$ cat src/rtl/simple_bus_pkg.sv
// Shared definitions for the simple command bus: opcodes, FSM states and
// per-opcode execution latency, used by the responder and by bus drivers.
package simple_bus_pkg;

  localparam int CMD_W     = 4;
  localparam int ARITH_LAT = 2;
  localparam int SHIFT_LAT = 3;
  localparam int LAT_W     = 2;

  typedef enum logic [CMD_W-1:0] {
    CMD_NOP  = 4'd0,
    CMD_LOAD = 4'd1,
    CMD_ADD  = 4'd2,
    CMD_SUB  = 4'd3,
    CMD_SHL  = 4'd4,
    CMD_CLR  = 4'd5
  } cmd_e;

  typedef enum logic [1:0] {
    IDLE = 2'd0,
    EXEC = 2'd1,
    DONE = 2'd2
  } state_e;

  // Extra EXEC cycles spent before the result is written; illegal opcodes take none.
  function automatic logic [LAT_W-1:0] cmd_latency(input logic [CMD_W-1:0] op);
    logic [LAT_W-1:0] lat;
    lat = '0;
    if (op == CMD_ADD || op == CMD_SUB) lat = LAT_W'(ARITH_LAT);
    else if (op == CMD_SHL)             lat = LAT_W'(SHIFT_LAT);
    return lat;
  endfunction

endpackage

$ cat src/rtl/simple_bus_alu.sv
// Combinational datapath of the responder: applies one opcode to the
// accumulator and flags opcodes outside the defined set.
module simple_bus_alu
  import simple_bus_pkg::*;
#(
  parameter int W = 16
) (
  input  logic [CMD_W-1:0] op,
  input  logic [W-1:0]     acc,
  input  logic [W-1:0]     operand,
  output logic [W-1:0]     result,
  output logic             illegal
);

  // Illegal opcodes pass the accumulator through so the write-back stays uniform.
  always_comb begin
    result  = acc;
    illegal = 1'b0;
    if (op == CMD_NOP)       result = acc;
    else if (op == CMD_LOAD) result = operand;
    else if (op == CMD_ADD)  result = acc + operand;
    else if (op == CMD_SUB)  result = acc - operand;
    else if (op == CMD_SHL)  result = acc << operand[3:0];
    else if (op == CMD_CLR)  result = '0;
    else                     illegal = 1'b1;
  end

endmodule

$ cat src/rtl/simple_bus_responder.sv
// Target end of the simple command bus: accepts one command at a time,
// runs it against a 16-bit accumulator and pulses done when it completes.
module simple_bus_responder
  import simple_bus_pkg::*;
#(
  parameter int ADDR_W = 16,
  parameter int CNT_W  = 16
) (
  input  logic              clk,
  input  logic              rst,
  input  logic              en,
  input  logic [CMD_W-1:0]  cmd,
  input  logic [ADDR_W-1:0] saddr,
  output logic              done,
  output logic              err,
  output logic              busy,
  output logic [ADDR_W-1:0] acc,
  output logic [CNT_W-1:0]  cmd_count,
  output logic [CNT_W-1:0]  err_count
);

  state_e             state, state_nxt;
  logic [LAT_W-1:0]   cnt, cnt_nxt;
  logic [CMD_W-1:0]   cmd_q;
  logic [ADDR_W-1:0]  saddr_q;
  logic               latch;
  logic               finish;
  logic [ADDR_W-1:0]  alu_result;
  logic               alu_illegal;

  simple_bus_alu #(.W(ADDR_W)) u_alu (
    .op      (cmd_q),
    .acc     (acc),
    .operand (saddr_q),
    .result  (alu_result),
    .illegal (alu_illegal)
  );

  always_comb begin
    state_nxt = state;
    cnt_nxt   = cnt;
    latch     = 1'b0;
    finish    = 1'b0;
    case (state)
      IDLE: begin
        if (en) begin
          state_nxt = EXEC;
          latch     = 1'b1;
          cnt_nxt   = cmd_latency(cmd);
        end
      end
      EXEC: begin
        if (cnt != '0) begin
          cnt_nxt = cnt - LAT_W'(1);
        end else begin
          finish    = 1'b1;
          state_nxt = DONE;
        end
      end
      DONE:    state_nxt = IDLE;
      default: state_nxt = IDLE;
    endcase
  end

  // done/err are registered on the same edge that enters DONE, so they span exactly that state.
  always_ff @(posedge clk or posedge rst) begin
    if (rst) begin
      state     <= IDLE;
      cnt       <= '0;
      cmd_q     <= '0;
      saddr_q   <= '0;
      done      <= 1'b0;
      err       <= 1'b0;
      acc       <= '0;
      cmd_count <= '0;
      err_count <= '0;
    end else begin
      state <= state_nxt;
      cnt   <= cnt_nxt;
      done  <= finish;
      err   <= finish & alu_illegal;
      if (latch) begin
        cmd_q   <= cmd;
        saddr_q <= saddr;
      end
      if (finish) begin
        acc <= alu_result;
        if (alu_illegal) begin
          if (err_count != '1) err_count <= err_count + CNT_W'(1);
        end else begin
          if (cmd_count != '1) cmd_count <= cmd_count + CNT_W'(1);
        end
      end
    end
  end

  assign busy = (state != IDLE);

endmodule

$ cat config.mk
export PLATFORM = sky130hd
export DESIGN_NAME = simple_bus_responder
export DESIGN_NICKNAME = d
export VERILOG_FILES = /design/src/rtl/simple_bus_pkg.sv /design/src/rtl/simple_bus_alu.sv /design/src/rtl/simple_bus_responder.sv
export SDC_FILE = /design/constraint.sdc
export NUM_CORES = 1
export LEC_CHECK = 0
export ABC_AREA = 1
export BUFFER_PORTS_ARGS = -buffer_cell sky130_fd_sc_hd__buf_2
export CELL_PAD_IN_SITES_DETAIL_PLACEMENT = 1
export CELL_PAD_IN_SITES_GLOBAL_PLACEMENT = 2
export CORE_ASPECT_RATIO = 0.5
export CORE_MARGIN = 1
export CORE_UTILIZATION = 33
export DETAILED_ROUTE_END_ITERATION = 8
export PLACE_DENSITY = 0.91
export SYNTH_ARGS = -nofsm -noshare
export SYNTH_HDL_FRONTEND = slang
export SYNTH_HIERARCHICAL = 1
export SYNTH_SLANG_ARGS = --single-unit
$ cat constraint.sdc
create_clock -name clk -period 2.3 [get_ports clk]
set_input_delay 0.23 -clock clk [delete_from_list [all_inputs] [get_ports clk]]
set_output_delay 0.23 -clock clk [all_outputs]
set_load 0.005 [all_outputs]
Yosys cells after proc, flatten, opt, wreduce, memory -nomap -nowiden
Index checks and enable logic that the tools add are counted.

Muxes and demuxes: 23. Bitwise gates (word level): 3. Shift operators: 1. Reduce and logical (&&, ||, !) cells: 12. Add/subtract/negate cells: 5. Equal/unequal tests: 14.

Operator list (count): $mux 16 (5); $add 16x1->16 const B (2); $ne 16x16->1 const B (2); $add 16x16->16 (1); $eq 4x2->1 const B (4); $shl 16x4->16 (1); $sub 16x16->16 (1); $eq 4x3->1 const B (3); $mux 2 (6); $reduce_and 3->1 (4); $mux 1 (10); $pmux 2 s2 (2); $ne 2x2->1 const B (3); $reduce_bool 2->1 (3); $reduce_bool 5->1 (1); $eq 4x1->1 const B (1); $logic_not 4->1 (1); $eq 2x1->1 const B (1); $logic_not 2->1 (1); $not 1->1 (2); $reduce_and 2->1 (1); $sub 2x1->2 const B (1); $and 1x1->1 (1); $logic_or 1x1->1 (1).

Flip-flop bits (word level): 74. Output and inout bits: 51. Input bits: 23. Logic and storage cells: 67.

Logic depth before layout (Yosys ltp)
Gate-level depths: netlist of the first run.

Word-level depth: 9. Mapped depth: 19.

Hierarchy
Netlist of the first run, hierarchy kept.

Modules (own cells, without submodules): simple_bus_responder (area an instance 3545.9 sq um, cells each 421, instances 1, seq. area each 1851.8 sq um); simple_bus_alu (area an instance 3209.3 sq um, cells each 640, instances 1, seq. area each 0.0 sq um).

Least setup slack after synthesis of the first run
OpenSTA, ideal clock, no wires.

Path kind: register -> register. From: register saddr_q[2]. To: register acc[13]. Cell stages (with the launch flop): 19. Path slack: 193 ps. Arrival: 1991 ps. Data required time: 2184 ps. Clock period less this slack: 2107 ps. Buffers on the path: 2. Library setup time: 116 ps. Cell sequence: dfrtp_1 > inv_1 > clkbuf_1 > ha_1 > buf_6 > inv_1 > a21oi_1 > nand2_1 > nand2_1 > nand2_1 > nand2_1 > nand2_1 > nand2_1 > nand3_1 > nand3_1 > nand2_1 > nand2_1 > nand2_1 > nand2_1.

Cells in the longest elaborated chain, start to end: 5.

Ends and longest elaborated chain: start: declaration (line simple_bus_responder.sv:25) `logic [ADDR_W-1:0] saddr_q;`; start signal: assignment (line simple_bus_responder.sv:84) `saddr_q <= saddr;`; branches (longest 3 deep; another with $sub 16x16->16); $mux 16 (*) (line simple_bus_alu.sv:21) `else if (op == CMD_ADD) result = acc + operand;`; $mux 16 (*) (line simple_bus_alu.sv:20) `else if (op == CMD_LOAD) result = operand;`; end signal: assignment (line simple_bus_responder.sv:87) `acc <= alu_result;`; end: declaration (line simple_bus_responder.sv:17) `output logic [ADDR_W-1:0] acc,`.

Every way passes the cells marked *. A chain may end at the register's enable or synchronous reset.

Final worst setup path of the first run
From: register acc[0]. To: register acc[14].

Cells in the longest elaborated chain, start to end: 5.

Ends and longest elaborated chain (line): branches (longest 3 deep; another with $sub 16x16->16); $mux 16 (*) (simple_bus_alu.sv:21); $mux 16 (*) (simple_bus_alu.sv:20).

Marked as above.

==> flow_summary.json, run 1 <==
{
  "status": "finished, final reports clean",
  "cts_buffers": 9,
  "io_buffers": 73,
  "synth_adder_area_share_pct": 6.89,
  "grt_pass1_wl_mm": 38.7,
  "worstPathRequired_ns": 2.59,
  "grt_start_max_net_pins": 42,
  "setup_violations": 0,
  "synthSimpleGateAreaFrac_pct": 42.0,
  "fin_crit_sh_pct": 96.7,
  "chipWidth_um": 204,
  "holdWs_ns": 0.104,
  "worst_slack_ns": 0.0752,
  "wl_per_cell_um": 16.9,
  "stdcell_count": 1447,
  "slowest_delay_ns": 0.38,
  "vdd_drop_max_mv": 0.448,
  "rsz0062_at_grt": "true",
  "worstPathCellList": "inv_1 -> ha_2 -> fa_2 -> inv_1 -> nand3_1 -> nand3_2 -> nand2_1 -> nand2_2 -> nand2_2 -> nand2_1 -> nand2_1 -> nand2_1 -> nand2_1 -> nand2_1 -> nand3_1 -> nand2_1 -> nand2_1 -> nand2_1",
  "synth_seq_cells": 74,
  "cp_data_arrival_time_ns": 2.52,
  "dp.cells": 1428,
  "antenna_found_initial": 0,
  "slew_headroom_pct": 56.0,
  "ys_types": 44,
  "cts-root-buf": "clkbuf_16",
  "p_leak_nw": 4.31,
  "pre_cts_ws_ns": -0.0259,
  "post-dp-hpwl_mm": 19.4,
  "finalHoldViolCount": 0,
  "antenna_cells": 0,
  "start_util_pct": 34.2,
  "cts_buffer_depth": 2,
  "skew_ns": 0.0105,
  "tightest_slew_ns": 0.660,
  "critPathLaunchType": "flop",
  "clk_pin_slew_ns": 0.07,
  "drive_gt1_share_pct": 20.7,
  "grt.overflow.total": 0,
  "worstPathMaxFanout": 4,
  "timing.fmax_mhz": 449,
  "synthXorXnorAreaFrac_pct": 2.33,
  "placed_area_um2": 7680,
  "nFillCells": 2611,
  "core_um2": 19800,
  "criticalPathCategory": "reg -> reg",
  "final.min_clock_period_ns": 2.22,
  "die-area_um2": 21100,
  "finalWirelength_mm": 24.5,
  "cp_common_cell": "nand2_1",
  "synth_compound_area_share_pct": 8.35,
  "drc_errors": 0,
  "die_y_um": 103,
  "maxCapViolCount": 0,
  "drv_slew": 0,
  "nets": 1235,
  "hp-class": "in -> reg",
  "htree_levels": 3,
  "place_congestion": 0.917,
  "ys_seq_area_share_pct": 27.4,
  "grt_pass1_vias": 7382,
  "critPathSlowestCell": "dfrtp_1",
  "crit_family": "simple AND/OR/NAND/NOR gates",
  "area_growth_pct": 20.4,
  "syn_nets": 1120,
  "utilization_pct": 41.1,
  "synthMuxAreaShare_pct": 2.67,
  "syn_avg_cell_area_um2": 6.37,
  "syn_area_um2": 6760,
  "vias_per_cell": 5.07,
  "synth_warnings": 6,
  "critical_path.n_buffers_inverters": 2,
  "ant_nets": 0,
  "clk_latency_ns": 0.35,
  "num_vias": 7343,
  "cts_num_sinks": 74,
  "grt_usage_pct": 23.6,
  "drt-initial-drc-count": 364,
  "stdcell_area_um2": 8140,
  "synth_top_family_by_area": "simple AND/OR/NAND/NOR gates",
  "power_density_nw_per_um2": 1430,
  "crit_path_end_kind": "flop",
  "cts_tree": "done",
  "synthCells": 1061,
  "drt_first_pass_iters": 4,
  "io_pins": 74,
  "num_rows": 36
}
-- sequential cells by signal (all words and copies together), names as in the netlist --
name	cells
acc	16
cmd_count	16
err_count	16
saddr_q	16
cmd_q	4
cnt	2
state	2
done	1
err	1
-- synthesized netlist by cell type (all sizes together) --
library cell | count | area share, %
a21oi | 43 | 3.3
a22oi | 3 | 0.41
a31oi | 2 | 0.19
and2 | 2 | 0.19
buf | 28 | 3.3
clkbuf | 4 | 0.24
clkinv | 1 | 0.056
dfrtp | 74 | 27
fa | 2 | 0.59
ha | 34 | 6.3
inv | 120 | 6.7
mux2 | 16 | 2.7
nand2 | 434 | 25
nand3 | 122 | 9.4
nand3b | 5 | 0.56
nand4 | 15 | 1.4
nor2 | 79 | 5.3
nor3 | 6 | 0.52
o211ai | 3 | 0.33
o21a | 1 | 0.11
o21ai | 43 | 3.5
o21bai | 3 | 0.33
o22ai | 1 | 0.093
o41ai | 1 | 0.13
or2 | 1 | 0.093
xnor2 | 12 | 1.6
xor2 | 6 | 0.78
-- cell families (layout without fill, tap and decap cells) --
family          Yosys count  count (layout)
flops                    74              74
simple gates            664             664
compound gates          100             100
mux                      16              16
xor+xnor                 18              18
buf+inv                 153             273
fa+ha+maj                36              36
-- per-stage QoR --
step | power (mW) | setup TNS [ns]
after floorplan | 7.09 | 0
after global placement | 9.42 | 0
after detailed placement | 9.72 | -0.0259
after CTS | 11.2 | 0
after global routing | 12.6 | -0.119
final | 11.6 | 0
-- worst paths after layout --
| kind | startpoint | endpoint | slack [ns] | depth (start not counted) |
|---|---|---|---|---|
| worst max-delay path | acc[0] | acc[14] | 0.08 | 18 |
| max in group asynchronous | rst | saddr_q[1] | 1.14 | 4 |
| worst min register to register | cmd_q[3] | cmd_q[3] | 0.51 | 2 |
| min in group asynchronous | rst | err_count[2] | 0.48 | 3 |
| worst min-delay path | saddr[2] | saddr_q[2] | 0.10 | 2 |
| worst max register to register | acc[0] | acc[14] | 0.08 | 18 |
-- layer usage --
layer	wire [um]	GRT usage, %	vias up	share of wire (%)
li1	-	-	3606	-
met1	11600	31.3	3582	48
met2	11500	40.5	134	47
met3	975	3.73	21	4.0
met4	340	6.20	0	1.4
met5	0	0	-	0
-- layout by cell type, fill, tap and decap left out, types with 14 or more instances in the layout --
cell and n:
o21ai_0 30, nand2_2 14, nand4_1 15, inv_1 105
a21oi_1 40, buf_4 61, buf_2 73, ha_1 21
dfrtp_1 72, nand3_1 117, nand2_1 419, mux2_2 16
nor2_1 62
-- what timing repair did --
action | in CTS | in global routing
cloned | 0 | 0
setup endpoints to repair | 1 | 11
gates resized for setup | 1 | 40
endpoints found under the hold margin | 33 | 0
hold buffers | 1 | 0
buffers inserted | 0 | 2
-- layout make-up --
cell class | instances | area (um2) | area share [%]
sequential | 74 | 1850 | 22.8
inverter | 121 | 463 | 5.69
tap | 266 | 333 | 4.09
multi-input combinational | 834 | 4340 | 53.4
timing repair buffer | 136 | 853 | 10.5
clock buffer | 9 | 225 | 2.77
clock inverter | 7 | 66.3 | 0.815
-- power by group --
group | internal (mW) | switching [mW] | total, mW
sequential | 1.70 | 0.368 | 2.07
combinational | 2.96 | 5.19 | 8.14
clock | 0.764 | 0.673 | 1.44
total | 5.42 | 6.23 | 11.6
No activity file was read; power rests on OpenSTA's default activity.
==> run 2: changes to the inputs <==
CORE_UTILIZATION = 29   (was 33)
PLACE_DENSITY = 0.86   (was 0.91)
clock period = 1.9 ns   (was 2.3 ns; I/O delays follow)
==> flow_summary.json, run 2 (synthesis results as in run 1) <==
{
  "routed-wl-met3_mm": 1.37,
  "route.met2.wl_mm": 14.1,
  "cts_tree": "done",
  "num_rows": 39,
  "die-area_um2": 23900,
  "slew_headroom_pct": 70.2,
  "worstPathMaxFanout": 4,
  "finalHoldViolCount": 0,
  "criticalPathCategory": "reg -> reg",
  "wl_met1_mm": 12.5,
  "pre_cts_ws_ns": -0.272,
  "seq_power_share_pct": 13.8,
  "htree_levels": 3,
  "grt_pass1_vias": 8277,
  "combPwrFrac_pct": 76.3,
  "final_common_cell": "nand2_1",
  "fin_crit_sh_pct": 113,
  "grt_pass1_wl_mm": 43.3,
  "grt_start_max_net_pins": 75,
  "cts_buffer_depth": 2,
  "cts-root-buf": "clkbuf_16",
  "worstPathRequired_ns": 2.19,
  "nFillCells": 2927,
  "crit_path_end_kind": "flop",
  "power_density_nw_per_um2": 1880,
  "worst_slack_ns": -0.256,
  "skew_ns": 0.0110,
  "internal_power_mw": 8.92,
  "clk_latency_ns": 0.36,
  "tightest_slew_ns": 0.446,
  "status": "complete, but fails checks",
  "final.min_clock_period_ns": 2.16,
  "ff2ff_path_depth": 15,
  "p_clk_share_pct": 9.9,
  "grt_usage_pct": 23.3,
  "io_buffers": 73,
  "ant_nets": 0,
  "die_y_um": 110,
  "timing.fmax_mhz": 464,
  "setup_violations": 13,
  "clk_pin_slew_ns": 0.07,
  "rsz0062_at_grt": "true",
  "min_path_cells": 2,
  "cts_num_sinks": 74,
  "hp-class": "in -> reg",
  "place_congestion": 0.968,
  "antenna_cells": 0,
  "core_um2": 22800,
  "drv_slew": 0,
  "utilization_pct": 42.7,
  "seq_area_um2": 1860,
  "wl_per_cell_um": 18.1,
  "num_vias": 8029,
  "p_leak_nw": 5.02,
  "cts_buffers": 9,
  "vdd_drop_max_mv": 0.656,
  "drc_errors": 0,
  "drt-initial-drc-count": 546,
  "multiInputGateArea_um2": 5010,
  "start_util_pct": 29.6,
  "critPathLaunchType": "flop",
  "chipWidth_um": 218,
  "failed_checks": "setup timing",
  "drive_gt1_share_pct": 37.3,
  "top_layer_used": "met5",
  "p_sw_mw": 9.42,
  "nets": 1334,
  "cp_data_arrival_time_ns": 2.45,
  "drt_first_pass_iters": 5,
  "holdWs_ns": 0.0661,
  "p_total_mw": 18.3,
  "p_sw_share_pct": 51.4,
  "post-dp-hpwl_mm": 20.2,
  "antenna_found_initial": 1,
  "vias_per_cell": 5.06,
  "area_growth_pct": 44.3,
  "maxCapViolCount": 0,
  "final_cell_mix": "368 x nand2_1, 138 x buf_4, 95 x nand3_1",
  "io_pins": 74,
  "grt.overflow.total": 0,
  "finalWirelength_mm": 28.7
}
[run 2: critical path: stages, from the launching register on]
cell,delay [ns]
dfrtp_2,0.46
ha_4,0.18
fa_2,0.34
inv_2,0.11
nand3_4,0.09
nand3_4,0.12
nand2_4,0.07
nand2_4,0.09
a21oi_2,0.06
o21ai_1,0.07
nand3_1,0.10
nand2_1,0.11
nand2_2,0.06
nand2_1,0.08
nand2_1,0.06
nand2_1,0.08
[run 2: metal layers]
| layer | up-vias | GRT usage (%) |
|---|---|---|
| met4 | 2 | 7.54 |
| li1 | 3805 | - |
| met2 | 187 | 41.4 |
| met1 | 3976 | 29.0 |
| met5 | - | 1.04 |
| met3 | 59 | 3.57 |
[run 2: final timing paths]
kind / from / end / slack [ns]
min in group asynchronous: rst / cmd_count[1] / 0.50
max in group asynchronous: rst / acc[1] / 1.04
worst max register to register: saddr_q[0] / acc[6] / -0.26
worst min register to register: cmd_q[3] / cmd_q[3] / 0.53
worst max-delay path: saddr_q[0] / acc[6] / -0.26
worst min-delay path: saddr[0] / saddr_q[0] / 0.07
[run 2: metrics by stage]
stage	cells	instance area, um2	setup TNS (ns)
after floorplan	1061	6840	-0.0732
after global placement	1535	8310	-1.55
after detailed placement	1535	8310	-2.15
after CTS	1568	9180	-1.51
after global routing	1587	9750	-3.85
final	1587	9750	-2.22
[run 2: final cells by class]
type	instances	share of cell area, %
tap	307	3.94
clock buffer	9	2.31
multi-input combinational	834	51.4
inverter	121	4.98
clock inverter	7	0.783
sequential	74	19.0
timing repair buffer	235	17.5
[run 2: what timing repair did]
action | 4_1_cts | 5_1_grt
pin swaps | 49 | 63
setup buffers | 16 | 21
resized for setup | 117 | 120
cloned | 1 | 1
endpoints found under the hold margin | 74 | 0
endpoints found under the setup margin | 12 | 30
hold buffers | 1 | 0
[run 2: power groups by stage]
| stage | Combinational [mW] | Clock, mW | Sequential [mW] |
|---|---|---|---|
| detailed placement | 10.7 | 0 | 2.48 |
| CTS | 12.1 | 1.85 | 2.52 |
| global placement | 10.4 | 0 | 2.45 |
| global route | 15.1 | 1.91 | 2.61 |
| floorplan | 6.16 | 0 | 2.60 |
| finish | 14.0 | 1.81 | 2.54 |
==> run 3: changes to the inputs <==
RECOVER_POWER = 50   (was default)
SKIP_LAST_GASP = 1   (was default)
==> flow_summary.json, run 3 (synthesis results as in run 1) <==
{
  "grt_usage_pct": 23.2,
  "clk_pin_slew_ns": 0.07,
  "tns_ns": -2.21,
  "cts-root-buf": "clkbuf_16",
  "start_util_pct": 29.6,
  "maxCapViolCount": 0,
  "area_growth_pct": 43.1,
  "p_clk_share_pct": 9.9,
  "die_y_um": 110,
  "post-dp-hpwl_mm": 20.2,
  "grt.overflow.total": 0,
  "cts_num_sinks": 74,
  "num_vias": 7929,
  "failed_checks": "setup timing",
  "vdd_drop_max_mv": 0.719,
  "criticalPathCategory": "reg -> reg",
  "die-area_um2": 23900,
  "drv_slew": 0,
  "final_common_cell": "nand2_1",
  "antenna_cells": 0,
  "drt-initial-drc-count": 412,
  "worst_slack_ns": -0.273,
  "grt_pass1_vias": 8268,
  "holdWs_ns": 0.0673,
  "timing.fmax_mhz": 460,
  "cts_buffers": 9,
  "multiInputGateArea_um2": 4950,
  "stdcell_count": 1585,
  "drt_first_pass_iters": 5,
  "io_pins": 74,
  "p_sw_share_pct": 50.8,
  "power_density_nw_per_um2": 1880,
  "crit_path_end_kind": "flop",
  "p_sw_mw": 9.24,
  "min_path_cells": 2,
  "clk_latency_ns": 0.35,
  "final.min_clock_period_ns": 2.17,
  "io_buffers": 73,
  "final_cell_mix": "369 x nand2_1, 137 x buf_4, 95 x nand3_1",
  "drc_errors": 0,
  "internal_power_mw": 8.93,
  "seq_power_share_pct": 14.0,
  "slew_headroom_pct": 25.4,
  "rsz0062_at_grt": "true",
  "vias_per_cell": 5.00,
  "p_leak_nw": 4.96,
  "finalWirelength_mm": 28.2,
  "worstPathRequired_ns": 2.19,
  "cts_tree": "done",
  "place_congestion": 0.968,
  "antenna_found_initial": 1,
  "ff2ff_path_depth": 12,
  "seq_area_um2": 1860,
  "fin_crit_sh_pct": 114,
  "drive_gt1_share_pct": 35.4,
  "wl_per_cell_um": 17.8,
  "nFillCells": 2968,
  "worstPathMaxFanout": 5,
  "status": "complete, but fails checks",
  "chipWidth_um": 218,
  "dp.cells": 1535,
  "cts_buffer_depth": 2,
  "skew_ns": 0.0106,
  "hp-class": "in -> reg",
  "core_um2": 22800,
  "critPathLaunchType": "flop",
  "cp_data_arrival_time_ns": 2.47,
  "num_rows": 39,
  "pre_cts_ws_ns": -0.272,
  "grt_pass1_wl_mm": 43.2,
  "ant_nets": 0,
  "finalHoldViolCount": 0,
  "nets": 1332,
  "combPwrFrac_pct": 76.1,
  "setup_violations": 13,
  "htree_levels": 3,
  "grt_start_max_net_pins": 75,
  "tightest_slew_ns": 1.12
}
run 3: cell types whose count changed in the layout (fill, tap and decap cells not counted), moves of 3 or more:
| cell | before | now |
|---|---|---|
| buf_2 | 74 | 64 |
| inv_1 | 87 | 91 |
| clkbuf_1 | 0 | 9 |
| nand2_4 | 23 | 18 |
| nor2_2 | 17 | 13 |
| nor2_1 | 50 | 55 |
| nand2_2 | 43 | 46 |
run 3: what timing repair did:
action                                 4_1_cts  5_1_grt
pin swaps                                   49       53
resized for setup                          107      104
endpoints found under the hold margin       74        0
setup endpoints to repair                   12       30
buffers inserted                            16       19
hold buffers                                 1        0
cloned                                       1        0
run 3: critical path, stage by stage, from the launching register on:
cell and delay [ns]:
dfrtp_1 0.44, ha_4 0.29, buf_4 0.17, nand2_1 0.13, nand3_4 0.15, buf_4 0.17, buf_6 0.11, buf_4 0.12
a21oi_2 0.13, o21ai_1 0.09, a22oi_2 0.17, nand2_1 0.07, nand2_1 0.07
run 3: path summary, 6_finish.rpt:
| path | from | end | slack (ns) |
|---|---|---|---|
| min in group asynchronous | rst | cmd_count[1] | 0.79 |
| max reg2reg | acc[3] | acc[4] | -0.27 |
| max in group asynchronous | rst | acc[1] | 0.33 |
| max | acc[3] | acc[4] | -0.27 |
| min | saddr[0] | saddr_q[0] | 0.07 |
| min reg2reg | cmd_q[3] | cmd_q[3] | 0.53 |
run 3: final cells by class:
class	count	share of cell area [%]
inverter	121	4.97
multi-input combinational	834	51.2
tap	307	3.97
clock inverter	7	0.790
timing repair buffer	233	17.5
clock buffer	9	2.33
sequential	74	19.2
run 3: stage by stage:
| stage | power, mW | cell area, um2 | utilization (%) |
|---|---|---|---|
| after global routing | 19.4 | 9670 | 42.3 |
| after global placement | 12.9 | 8310 | 36.4 |
| after floorplan | 8.76 | 6840 | - |
| final | 18.2 | 9670 | 42.3 |
| after CTS | 16.4 | 9150 | 40.1 |
| after detailed placement | 13.2 | 8310 | 36.4 |
run 3: power groups by stage:
stage                     Clock, mW  Sequential [mW]  Combinational [mW]
after global routing           1.91             2.62                14.9
after detailed placement          0             2.48                10.7
after global placement            0             2.45                10.4
after CTS                      1.85             2.52                12.1
final                          1.80             2.54                13.8
after floorplan                   0             2.60                6.16
run 3: routing by layer:
| metal | track usage (%) | part of all wire (%) | wire [um] | vias up |
|---|---|---|---|---|
| met5 | 1.04 | 0.053 | 15 | - |
| met4 | 7.79 | 1.6 | 461 | 2 |
| met3 | 3.71 | 3.9 | 1110 | 36 |
| met2 | 41.0 | 49 | 13900 | 169 |
| met1 | 28.9 | 45 | 12700 | 3926 |
| li1 | - | - | - | 3796 |
